[config.mk]
export PLATFORM = sky130hd
export DESIGN_NAME = expansion_xor_stage
export DESIGN_NICKNAME = d
export VERILOG_FILES = /design/src/rtl/expansion_xor_stage.sv
export SDC_FILE = /design/constraint.sdc
export NUM_CORES = 1
export LEC_CHECK = 0
export BUFFER_PORTS_ARGS = -buffer_cell sky130_fd_sc_hd__buf_2
export CAP_MARGIN = 10
export CORE_UTILIZATION = 55
export CTS_CLUSTER_DIAMETER = 200
export DETAILED_ROUTE_END_ITERATION = 6
export PLACE_DENSITY = 0.89
export SLEW_MARGIN = 20
export SYNTH_ARGS = -nofsm -noshare
export SYNTH_HDL_FRONTEND = slang
export SYNTH_SLANG_ARGS = --single-unit
[constraint.sdc]
create_clock -name clk -period 5.2 [get_ports clk]
set_clock_uncertainty 0.05 [all_clocks]
set_input_delay 0.52 -clock clk [delete_from_list [all_inputs] [get_ports clk]]
set_output_delay 0.52 -clock clk [all_outputs]
set_load 0.01 [all_outputs]
[src/rtl/expansion_xor_stage.sv]
// expansion_xor_stage
// Generalised DES E expansion with optional subkey XOR, followed by an
// elastic FIFO with valid/ready on both sides. The FIFO decouples the
// R-half register from the S-box stage so downstream stalls never reach
// back combinationally through this block.
module expansion_xor_stage #(
  parameter int GROUPS = 8,
  parameter int DEPTH  = 2,
  localparam int W     = 4 * GROUPS,
  localparam int X     = 6 * GROUPS,
  localparam int LW    = $clog2(DEPTH + 1)
) (
  input  logic          clk,
  input  logic          rst,
  input  logic          in_valid,
  output logic          in_ready,
  input  logic [0:W-1]  in_data,
  input  logic [0:X-1]  in_key,
  input  logic          in_key_en,
  output logic          out_valid,
  input  logic          out_ready,
  output logic [0:X-1]  out_data,
  output logic [LW-1:0] level
);

  localparam int PW = $clog2(DEPTH);
  localparam logic [LW-1:0] DEPTH_L = LW'(DEPTH);
  localparam logic [LW-1:0] ONE_L   = LW'(1);
  localparam logic [PW-1:0] ONE_P   = PW'(1);

  logic [0:X-1]  expanded;
  logic [0:X-1]  keyed;
  logic [0:X-1]  mem [DEPTH];
  logic [PW-1:0] wr_ptr;
  logic [PW-1:0] rd_ptr;
  logic [LW-1:0] level_r;
  logic          push;
  logic          pop;

  // Each 4-bit group borrows its left neighbour's last bit and its right
  // neighbour's first bit; indices wrap around the half-block.
  for (genvar g = 0; g < GROUPS; g++) begin : g_expand
    assign expanded[6*g]         = in_data[(4*g + W - 1) % W];
    assign expanded[6*g+1 +: 4]  = in_data[4*g +: 4];
    assign expanded[6*g+5]       = in_data[(4*g + 4) % W];
  end

  // Key is mixed in at the accept edge, sampled together with the data.
  assign keyed = expanded ^ (in_key_en ? in_key : '0);

  // Handshake qualifiers; reset blocks both directions in its own cycle.
  assign in_ready  = !rst && (level_r < DEPTH_L);
  assign out_valid = (level_r != '0);
  assign push      = in_valid && in_ready;
  assign pop       = out_valid && out_ready && !rst;

  // Head of queue is presented only when valid so idle output reads zero.
  always_comb begin
    // NOTE: every always_comb output gets a default first, so no path
    // through the block can leave it unassigned and infer a latch.
    out_data = '0;
    if (out_valid) out_data = mem[rd_ptr];
  end

  // Storage array: written on push only.
  // NOTE: the payload array is deliberately not reset; occupancy is
  // tracked by level/pointers, and stale entries are never presented
  // because out_data is gated by out_valid.
  always_ff @(posedge clk) begin
    if (push) mem[wr_ptr] <= keyed;
  end

  // Pointer and occupancy bookkeeping with synchronous flush.
  always_ff @(posedge clk) begin
    // NOTE: registered state uses non-blocking assignments so all flops
    // update from pre-edge values regardless of statement order.
    if (rst) begin
      wr_ptr  <= '0;
      rd_ptr  <= '0;
      level_r <= '0;
    end else begin
      if (push) wr_ptr <= wr_ptr + ONE_P;
      if (pop)  rd_ptr <= rd_ptr + ONE_P;
      case ({push, pop})
        2'b10:   level_r <= level_r + ONE_L;
        2'b01:   level_r <= level_r - ONE_L;
        default: level_r <= level_r;
      endcase
    end
  end

  assign level = level_r;

endmodule

* After elaboration in Yosys (flattened, before gate mapping)
Memories as Yosys holds them, arrays and structs flattened. A register that Yosys moved wholly into a read port is not among the register bits.
Index checks and enable logic that the tools add are counted.
** Storage, ports and cells
- Bits in writable memories :: 96
- Memories :: 1
- Output and inout port bits :: 52
- Input bits :: 85
- Bits in registers :: 4
- Logic and storage cells :: 26
** Cells by class
- Muxes and demuxes :: 7
- Bitwise logic cells :: 1
- Equal/unequal tests :: 2
- Reductions and logical operators :: 7
- $lt $le $gt $ge :: 1
- $add $sub $neg :: 4
** Memories
- mem :: words 2, bits a word 48, read ports 1, clocked after memory_dff 1, write ports 1, line 33 : logic [0:X-1] mem [DEPTH];
** Operators with widths (number)
- 48-bit two-way mux :: 2
- 48-bit bitwise XOR :: 1
- 1-bit logical AND :: 4
- 1-bit two-way mux :: 4
- 2-bit case mux with 2 select lines :: 1
- 2-bit nonzero test :: 2
- 1-bit adder, second input constant :: 2
- 2-bit by 1-bit adder with 2-bit output, second input constant :: 1
- 2-bit by 1-bit == test with 1-bit output, second input constant :: 1
- 2-bit == test, second input constant :: 1
- 2-bit less-than comparator, second input constant :: 1
- 2-bit by 1-bit subtractor with 2-bit output, second input constant :: 1
- 1-bit logical NOT :: 1

* Logic depth before layout (Yosys ltp)
- Depth in word-level cells :: 5
- Depth in mapped cells :: 6
- Depth with buffers taken out :: 6

* Worst setup path before layout
Ideal clock, no wire load.
- Kind :: input port to flip-flop
- Start :: input port rst
- End :: memory mem[0][0] (netlist name), enable pin
- Setup time :: 0.454 ns
- Path slack :: 1.817 ns
- Required time :: 4.696 ns
- Data arrival time :: 2.879 ns
- Stages on the path :: 3
- Buffers on the path :: 0
- Path through :: nor2_1 > nand2_1 > nor2_1
** Between the ends
- Word-level cells in the longest chain between the ends :: 5
** Ends and longest elaborated chain
- start: declaration :: line 14 : input logic rst,
- 1-bit logical NOT :: line 52 : assign in_ready = !rst && (level_r < DEPTH_L);
- 1-bit logical AND :: line 52
- 1-bit logical AND :: line 54 : assign push = in_valid && in_ready;
- 1-bit two-way mux :: line 70 : if (push) mem[wr_ptr] <= keyed;
- 1-bit two-way mux (not written as such) :: line 70
- end: declaration :: line 33
Every way passes these cells.

==> impl_metrics.json <==
{
  "ys_ff_latch": 101,
  "cts_hold_buf": 0,
  "final.period_utilization_pct": 52.6,
  "ys_warn_count": 0,
  "fin_nets": 550,
  "dr.pass1.iters": 4,
  "cts.sinks": 101,
  "worst_pin_slew_ns": 0.798,
  "h-tree-depth": 3,
  "synthXorXnorAreaFrac_pct": 10.2,
  "cp_num_buf_inv": 2,
  "finalPower_mw": 1.80,
  "crit_type": "reg2out",
  "report.final.slew_viol_count": 0,
  "synth.area.mux_share_pct": 10.8,
  "cellPowerDensity_nw_per_um2": 333,
  "rsz0062_at_grt": "false",
  "die_x_um": 92.1,
  "drt.antenna.violating_nets": 0,
  "drive_gt1_share_pct": 33.3,
  "core-area_sq_um": 7770,
  "grt_antenna_before_repair": 0,
  "post_cts_buffers": 0,
  "grt_pass1_wl_um": 12600,
  "ys_types": 18,
  "design_area_sq_um": 5420,
  "cts_tree": "built",
  "place.gp.congestion": 0.721,
  "port_buffers": 136,
  "top_level_ports": 137,
  "synth_area_leader_cell": "edfxtp_1",
  "drc": 0,
  "hold_violations": 0,
  "path_clk_slew_ns": 0.09,
  "hold_slack_ns": 0.375,
  "via_count": 2808,
  "slew_headroom_pct": 46.8,
  "die_h_um": 92.1,
  "worstPathRequired_ns": 4.63,
  "yosys.area.top_type_share_pct": 64.6,
  "hp-class": "in2reg",
  "vias_per_cell": 4.93,
  "clock_latency_ns": 0.34,
  "slowest_stage": "dfxtp_2",
  "diodes": 0,
  "cts_buffer_depth": 2,
  "totalNegativeSetupSlack_ns": 0,
  "start_util_pct": 57.4,
  "min_period_ns": 2.73,
  "vdd_drop_max_mv": 0.154,
  "finalSetupViolCount": 0,
  "max_cap_violations": 0,
  "dpl_cell_area_sq_um": 5200,
  "ys_seq_area_share_pct": 66.9,
  "path_delay_family": "flip-flops",
  "dpl.hpwl_um": 5470,
  "synthSimpleGateAreaFrac_pct": 9.26,
  "cts_root_buffer": "clkbuf_8",
  "syn-num-nets": 416,
  "final_common_cell": "buf_2",
  "grtUsageTotal_pct": 19.5,
  "first_iter_violations": 142,
  "grt_overflow": 0,
  "path_cells": "buf_4 -> mux2i_1 -> nor2_1 -> buf_2",
  "fillers": 573,
  "start_kind": "flop",
  "status": "finished, final reports clean",
  "grt_max_degree": 50,
  "p_leak_nw": 2.11,
  "synthCells": 330,
  "dieArea_sq_um": 8470,
  "final_cell_mix": "buf_2 (136), edfxtp_1 (96), nor2_1 (54), xnor2_1 (50), nand2_1 (49)",
  "slowest_delay_ns": 0.79,
  "avgSynthCellArea_sq_um": 13.5,
  "cp.arrival_ns": 2.16,
  "fmax_ghz": 0.366,
  "post_drt_wl_per_cell_um": 14.2,
  "synth_adder_area_share_pct": 0.281,
  "rows": 32,
  "synth_area_leaders": "edfxtp_1 (65%), mux2i_1 (11%), xnor2_1 (9.8%), nor2_1 (4.7%), nand2_1 (4.1%)",
  "crit_path_end_kind": "output port",
  "first_global_vias": 2708,
  "syn_area_sq_um": 4460,
  "synth_top_family_by_area": "multiplexers",
  "areaGrowthSynthToFinish_pct": 21.4,
  "crit_path_max_fanout": 26,
  "wirelength_um": 8100,
  "ctsResizeCount": 0,
  "cts_buffers": 9,
  "synth-compound-area-share_pct": 0.337
}
-- worst paths after layout --
kind / to / cells after the start / startpoint / slack [ns]
max: out_data[45] / 4 / flop / 2.47
min: wr_ptr / 2 / rst / 0.38
max reg2reg: mem[0][40] / 4 / level[1] / 3.32
min reg2reg: flop / 2 / rd_ptr / 0.48
-- report_power, final --
part,switching (mW),internal [mW],leakage (nW)
Combinational,0.200,0.159,1.10
Sequential,0.0286,0.955,0.922
Clock,0.239,0.220,0.0854
Total,0.468,1.33,2.11
-- cell usage after synthesis --
library cell   n
edfxtp_1      96
mux2i_1       48
buf_2          6
buf_4          2
or3_1          1
and3_1         1
nor2_1        56
clkbuf_1       5
o21ai_0        2
dfxtp_1        5
buf_6          3
nor2b_1        1
nand2_1       49
xnor2_1       50
a21oi_1        1
inv_1          1
ha_1           1
xor2_1         2
-- stage by stage --
step                      std cells  util (%)  worst slack (ns)
after global routing            570      69.7              2.31
after detailed placement        554      67.0              2.80
after global placement          554      67.0              2.83
final                           570      69.7              2.47
after floorplan                 330         -              1.82
after CTS                       569      69.3              2.41
-- metal layers --
layer | GRT usage [%] | part of all wire [%] | wire, um
met2 | 35.3 | 55 | 4440
met4 | 7.16 | 1.2 | 98
met1 | 23.4 | 41 | 3290
met5 | 0 | 0 | 0
met3 | 2.90 | 3.3 | 271
-- area by class of cell --
cell class / instances / area, sq um / area share [%]
Sequential cell: 101 / 2980 / 55.1
Clock buffer: 11 / 131 / 2.43
Multi-Input combinational cell: 212 / 1400 / 25.8
Clock inverter: 4 / 50.0 / 0.924
Inverter: 1 / 3.75 / 0.0693
Tap cell: 102 / 128 / 2.36
Timing Repair Buffer: 139 / 723 / 13.4
-- flip-flops by register name, summed over array words and instances, names as in the netlist, named ones only --
name,count
wr_ptr,1
level,2
rd_ptr,1
mem,96
-- cells by family (layout without fill, tap and decap cells) --
kind of cell	count (synthesis)	count (layout)
buffers and inverters	17	155
AOI/OAI and AO/OA	3	3
adders and majority gates	1	1
muxes	48	48
xor gates and xnor gates	52	52
DFF	101	101
and+or+nand+nor	108	108
No activity file was read; power rests on OpenSTA's default activity.
